<file path="src/rtl/mdll_jm_counter.sv">
// Jitter-measurement accumulator: counts 1's on the bang-bang sampler output over a
// window of 2^min(ncycle_jm, CNT_W) reference cycles and holds the count in jm_out.
// Ports: clk/reset (async, active-high); en_jm (async config), ncycle_jm (window exponent),
//        jm_bit (sampler bit); jm_out/jm_valid/jm_busy/jm_done (result and status).
module mdll_jm_counter #(
    parameter int CNT_W = 20,
    parameter int K_W   = 6
) (
    input  logic             clk,
    input  logic             reset,
    input  logic             en_jm,
    input  logic [K_W-1:0]   ncycle_jm,
    input  logic             jm_bit,
    output logic [CNT_W-1:0] jm_out,
    output logic             jm_valid,
    output logic             jm_busy,
    output logic             jm_done
);

    localparam int K_MAX = CNT_W;

    typedef enum logic [1:0] {
        IDLE = 2'd0,
        RUN  = 2'd1,
        DONE = 2'd2
    } state_t;

    state_t           state;
    logic             en_m;
    logic             en_s;
    logic             en_d;
    logic [CNT_W-1:0] acc;
    // One bit wider than the accumulator so the full 2^K_MAX window fits.
    logic [CNT_W:0]   remain;

    logic             start;
    logic [CNT_W:0]   acc_sum;
    logic [CNT_W-1:0] acc_next;
    logic [CNT_W:0]   win_len;
    int               k_eff;

    always_comb begin
        start    = en_s & ~en_d;
        acc_sum  = {1'b0, acc} + {{CNT_W{1'b0}}, jm_bit};
        // Only reachable with the widest window and an all-ones stream.
        acc_next = acc_sum[CNT_W] ? {CNT_W{1'b1}} : acc_sum[CNT_W-1:0];
        k_eff    = (int'(ncycle_jm) > K_MAX) ? K_MAX : int'(ncycle_jm);
        win_len  = {{CNT_W{1'b0}}, 1'b1} << k_eff;
    end

    always_ff @(posedge clk or posedge reset) begin
        if (reset) begin
            en_m     <= 1'b0;
            en_s     <= 1'b0;
            en_d     <= 1'b0;
            state    <= IDLE;
            acc      <= '0;
            remain   <= '0;
            jm_out   <= '0;
            jm_valid <= 1'b0;
            jm_busy  <= 1'b0;
            jm_done  <= 1'b0;
        end else begin
            en_m    <= en_jm;
            en_s    <= en_m;
            en_d    <= en_s;
            jm_done <= 1'b0;

            case (state)
                IDLE: begin
                    if (start) begin
                        // Window length is fixed here; later ncycle_jm changes are ignored.
                        state    <= RUN;
                        remain   <= win_len;
                        acc      <= '0;
                        jm_valid <= 1'b0;
                        jm_busy  <= 1'b1;
                    end
                end

                RUN: begin
                    if (!en_s) begin
                        // Abort wins over a coinciding completion; partial count is dropped.
                        state   <= IDLE;
                        jm_busy <= 1'b0;
                    end else if (remain == {{CNT_W{1'b0}}, 1'b1}) begin
                        state    <= DONE;
                        jm_out   <= acc_next;
                        jm_valid <= 1'b1;
                        jm_done  <= 1'b1;
                        jm_busy  <= 1'b0;
                    end else begin
                        acc    <= acc_next;
                        remain <= remain - {{CNT_W{1'b0}}, 1'b1};
                    end
                end

                DONE: begin
                    // Stay here while enabled so a held en_jm gives a single measurement.
                    if (!en_s) begin
                        state <= IDLE;
                    end
                end

                default: state <= IDLE;
            endcase
        end
    end

endmodule

</file>
<file path="config.mk">
export PLATFORM = sky130hd
export DESIGN_NAME = mdll_jm_counter
export DESIGN_NICKNAME = d
export VERILOG_FILES = /design/src/rtl/mdll_jm_counter.sv
export SDC_FILE = /design/constraint.sdc
export NUM_CORES = 1
export LEC_CHECK = 0
export CAP_MARGIN = 25
export CORE_ASPECT_RATIO = 0.8
export CORE_MARGIN = 5
export CORE_UTILIZATION = 60
export CTS_CLUSTER_DIAMETER = 100
export DETAILED_ROUTE_END_ITERATION = 7
export GPL_TIMING_DRIVEN = 1
export PLACE_DENSITY_LB_ADDON = 0.08
export SYNTH_ARGS = -nofsm -noshare
export SYNTH_HDL_FRONTEND = slang
export SYNTH_SLANG_ARGS = --single-unit
</file>
<file path="constraint.sdc">
create_clock -name clk -period 7.7 [get_ports clk]
set_clock_uncertainty 0.1 [all_clocks]
set_input_delay 1.925 -clock clk [delete_from_list [all_inputs] [get_ports clk]]
set_output_delay 1.925 -clock clk [all_outputs]
set_load 0.05 [all_outputs]
</file>
; Word level (Yosys, flattened, before mapping)
; Index checks and enable logic that the tools add are counted.
[word_totals]
regBits = 69
latch_bits = 0
ram_bits = 0
romBits = 0
input_bits = 10
out_inout_bits = 23
mem_count = 0
[classes]
addsub = 2
n_mul = 0
div = 0
order_cmp = 1
n_eq_ne = 9
n_shift = 1
mux = 26
bitwise_logic = 2
n_reduce_logical = 7
[op_table]
columns = op, n
row1 = 20-bit two-way mux, 4
row2 = 21-bit two-way mux, 3
row3 = 21-bit case mux with 2 select lines, 1
row4 = 20-bit case mux with 2 select lines, 1
row5 = 20-bit by 1-bit adder with 21-bit output, 1
row6 = "21-bit by 1-bit == test with 1-bit output, second input constant", 1
row7 = "1-bit by 6-bit << shifter with 21-bit output, first input constant", 1
row8 = "21-bit by 1-bit subtractor with 21-bit output, second input constant", 1
row9 = "2-bit != test, second input constant", 5
row10 = 1-bit two-way mux, 9
row11 = 3-bit AND reduction, 3
row12 = 2-bit two-way mux, 4
row13 = 4-bit AND reduction, 2
row14 = "6-bit by 5-bit > comparator with 1-bit output, second input constant", 1
row15 = 6-bit two-way mux, 1
row16 = 2-bit case mux with 3 select lines, 1
row17 = 1-bit case mux with 2 select lines, 2
row18 = "3-bit != test, second input constant", 1
row19 = "2-bit by 1-bit == test with 1-bit output, second input constant", 1
row20 = "2-bit == test, second input constant", 1
row21 = 2-bit logical NOT, 1
row22 = 2-bit nonzero test, 1
row23 = 1-bit bitwise AND, 1
row24 = 1-bit NOT, 1

; Longest topological paths before layout
[logic_depth]
depth_word = 5
mapped_depth = 9
mapped_depth_nobuf = 7

; Least setup slack after synthesis
; Ideal clock, no wire load.
[synth_path]
kind = in2reg
from = in jm_bit
to = reg acc[2]
setup_time_ns = 0.121
t_arrival_ns = 3.531
required_ns = 7.479
setup_slack_ns = 3.948
stages = 8
path_buffers = 1
cell_sequence = ha_1 > ha_1 > and4_1 > nand3_1 > or3_1 > clkbuf_1 > o21ai_0 > a22o_1
[synth_between]
elab_chain_len = 5
[synth_rtl]
columns = element, line_no
row1 = from (decl), 13  ; input logic jm_bit,
row2 = 20-bit by 1-bit adder with 21-bit output, 44  ; acc_sum = {1'b0, acc} + {{CNT_W{1'b0}}, jm_bit};
row3 = 20-bit two-way mux, 46  ; acc_next = acc_sum[CNT_W] ? {CNT_W{1'b1}} : acc_sum[CNT_W-1:0];
row4 = 20-bit two-way mux, 86  ; end else if (remain == {{CNT_W{1'b0}}, 1'b1}) begin
row5 = 20-bit two-way mux, 82  ; if (!en_s) begin
row6 = 20-bit case mux with 2 select lines, 69  ; case (state)
row7 = to (signal assigned), 93  ; acc <= acc_next;
row8 = to (decl), 32  ; logic [CNT_W-1:0] acc;
; No other way between the ends. The select of a mux whose other input is x is not followed.
; A chain may end at the register's enable or synchronous reset.

; Final worst setup path
[layout_path]
from = in jm_bit
to = reg jm_out[7]
[layout_between]
elab_chain_len = 2
[layout_rtl]
columns = element, line_no
row1 = 20-bit by 1-bit adder with 21-bit output, 44
row2 = 20-bit two-way mux, 46
row3 = to (signal assigned), 88  ; jm_out <= acc_next;
row4 = to (decl), 14  ; output logic [CNT_W-1:0] jm_out,
; No other way between the ends.

==> run summary <==
Post-DP HPWL - 6710 microns
First-pass DRT Iterations - 5
Fillers - 499
Synth Instances - 454
Diode count - 0
Sum of negative setup slack - 0 ns
I/O pin total - 33
CTS buffer count - 9
Crit-path cells - clkdlybuf4s50_1, ha_1, ha_1, and4_1, nand3_1, or3_1, a31oi_1, a21o_1
Overflow after GRT - 0
Vias in the first global route - 3240
Total GRT Usage - 25.1%
Fin crit share - 54.0%
Placed Area - 0.00425 sq mm
Most frequent cells in the layout - 69 x o21ai_0, 69 x dfrtp_1, 46 x nand2_1
Slew Limit Fails - 0
CTS H-tree depth - 3
Die Area - 0.00832 sq mm
Clk root buf - clkbuf_8
Synth top area cells - dfrtp_1 44%, o21ai_0 8.7%, nand2_1 4.4%
Run status - complete, no violations
Worst-Margin Slew - 1.06 ns
Max cap viols - 0
Async SR Flop Fraction - 100%
Rel. slew slack - 28.9%
Clock Latency Late Sink - 0.36 ns
Type of the tightest min-delay check - flip-flop to flip-flop
Count of final hold-check violations - 0
Number of routed nets with antenna violations - 0
Ys flop type - dfrtp_1
DR iter-0 viols - 356
Count of buffer and inverter cells on the critical path - 1
Unrepaired setup endpoints after global routing - no
Vias per cell - 6.49
First-pass GRT wire length - 16300 microns
RePlAce Congestion - 0.940
DR vias - 3647
Area leader, netlist - dfrtp_1
EDFF count, synth - 0
Syn avg cell area - 8.70 sq um
Worst-case vdd ir drop - 160 uV
Die width - 101 microns
Number of distinct library cells after synthesis - 58
Final cell utilization of the core - 69.5%
Slowest stage delay, CP - 0.58 ns
Top cell type's share of synthesized area - 43.7%
Core footprint - 0.00641 sq mm
Critical path type - primary input to flip-flop
Peak Freq - 241 MHz
Startpoint types - primary input
Critical path's slowest cell - or3_1
CTS tree - yes
CP arrival - 4.35 ns
Synthesized area - 0.00395 sq mm
Worst EP required - 7.90 ns
Drt total wl - 9940 microns
Final #Nets - 487
Die height - 82.6 microns
CP delay by family, top - simple AND/OR/NAND/NOR gates
Pin count of the biggest net entering global routing - 70
Register area share after synthesis - 43.7%
Ratio of cells with drive above 1 in the final layout - 7.32%
Clk sinks - 69
Max FO, Critical Path - 11
Net Count, Synth - 468
Clock transition at path regs - 0.07 ns
Wirelength per Cell - 17.7 microns
CTS Buffer Depth - 2
Crit path time final - 4.16 ns
DR DRC count - 0
Initial antenna violation count - 0
Starting Density - 61.6%
Final setup fails - 0
I/O Buffers - 32
FP Rows - 26
CP most frequent cell - ha_1
PwrDens - 293 mW/mm^2
Postcts setup bufs - 0
#FFs+latches synth - 69
Setup crit end kind - flip-flop
Static Leak - 0.00193 uW
Post-route cell area - 0.00445 sq mm
Layout area overhead - 12.7%
Post-CTS Resized - 0
Ys Warns - 0
Hold_buf cts - 0
-- sequential cells by signal (all words and copies together) (netlist names) --
name,flops
jm_out,20
jm_valid,1
en_d,1
remain,21
jm_done,1
en_m,1
en_s,1
jm_busy,1
state,2
acc,20
-- where the power goes --
group	switching (uW)	internal (uW)
sequential	52.3	427
combinational	351	168
clock	147	157
total	551	752
-- synth_stat cells (2+ instances only) --
master and number:
xnor2_1 6, o31ai_1 2, and3_1 4, a211o_1 2, a22o_1 8, buf_4 2
clkbuf_1 15, nor3_1 16, a221oi_1 2, inv_1 16, a21oi_1 25, a2bb2oi_1 2
or2_2 2, buf_2 7, and2_1 2, nand2_1 46, nand4_1 4, a22oi_1 6
a41oi_1 3, o21ai_0 69, nor3b_1 3, buf_6 5, a21o_1 9, nor2_1 34
o2bb2ai_1 3, o21ai_1 3, or4_1 4, nor4_1 8, ha_1 4, o22ai_1 3
o21a_1 6, nand3_1 12, dfrtp_1 69, nand2b_1 5, a31oi_1 13, a32oi_1 2
or3_1 5, nor2b_1 3, and4_1 5
-- final timing paths --
| kind | endpoint | startpoint | slack, ns | cells past startpoint |
|---|---|---|---|---|
| setup / recovery | jm_out[7]$_DFFE_PP0P_ | jm_bit | 3.54 | 8 |
| hold / removal | en_s$_DFF_PP0_ | en_m$_DFF_PP0_ | 0.27 | 0 |
| setup reg to reg | remain[8]$_DFFE_PP0P_ | remain[11]$_DFFE_PP0P_ | 4.22 | 7 |
| hold reg to reg | en_s$_DFF_PP0_ | en_m$_DFF_PP0_ | 0.27 | 0 |
| max in group asynchronous | remain[2]$_DFFE_PP0P_ | reset | 4.89 | 3 |
| min in group asynchronous | remain[7]$_DFFE_PP0P_ | reset | 2.03 | 3 |
-- through the flow --
step | hold slack (ns) | power (uW) | setup slack, ns | cells
6_report | 0.269 | 1300 | 3.54 | 562
3_3_place_gp | 0.241 | 990 | 3.36 | 545
3_5_place_dp | 0.252 | 999 | 3.27 | 546
5_1_grt | 0.290 | 1370 | 3.42 | 562
2_1_floorplan | 0.231 | 861 | 3.94 | 454
4_1_cts | 0.274 | 1300 | 3.61 | 562
-- final cells by class --
| cell class | count | area, sq um | area share, % |
|---|---|---|---|
| inverters | 17 | 63.8 | 1.43 |
| multi-input cells | 338 | 1990 | 44.8 |
| clock buffers | 10 | 138 | 3.09 |
| flip-flops and latches | 69 | 1730 | 38.8 |
| repair buffers | 38 | 363 | 8.15 |
| clock inverters | 6 | 62.6 | 1.41 |
| well taps | 84 | 105 | 2.36 |
-- layer usage --
metal / wire [microns] / global-route usage, % / up-vias / share of wire (%)
li1: - / - / 1707 / -
met1: 4460 / 36.6 / 1732 / 45
met2: 4400 / 36.3 / 187 / 44
met3: 915 / 6.97 / 21 / 9.2
met4: 157 / 7.40 / 0 / 1.6
met5: 0 / 0 / - / 0
-- cell families (layout without fill, tap and decap cells) --
logic type | Yosys count | count (layout) | synth area share [%]
compound gates | 167 | 167 | 26.6
simple gates | 159 | 159 | 20.8
flops | 69 | 69 | 43.7
buf+inv | 47 | 71 | 5.83
xor+xnor | 7 | 7 | 1.55
fa+ha+maj | 4 | 4 | 1.27
mux | 1 | 1 | 0.253
(Power assumes the default switching activity.)
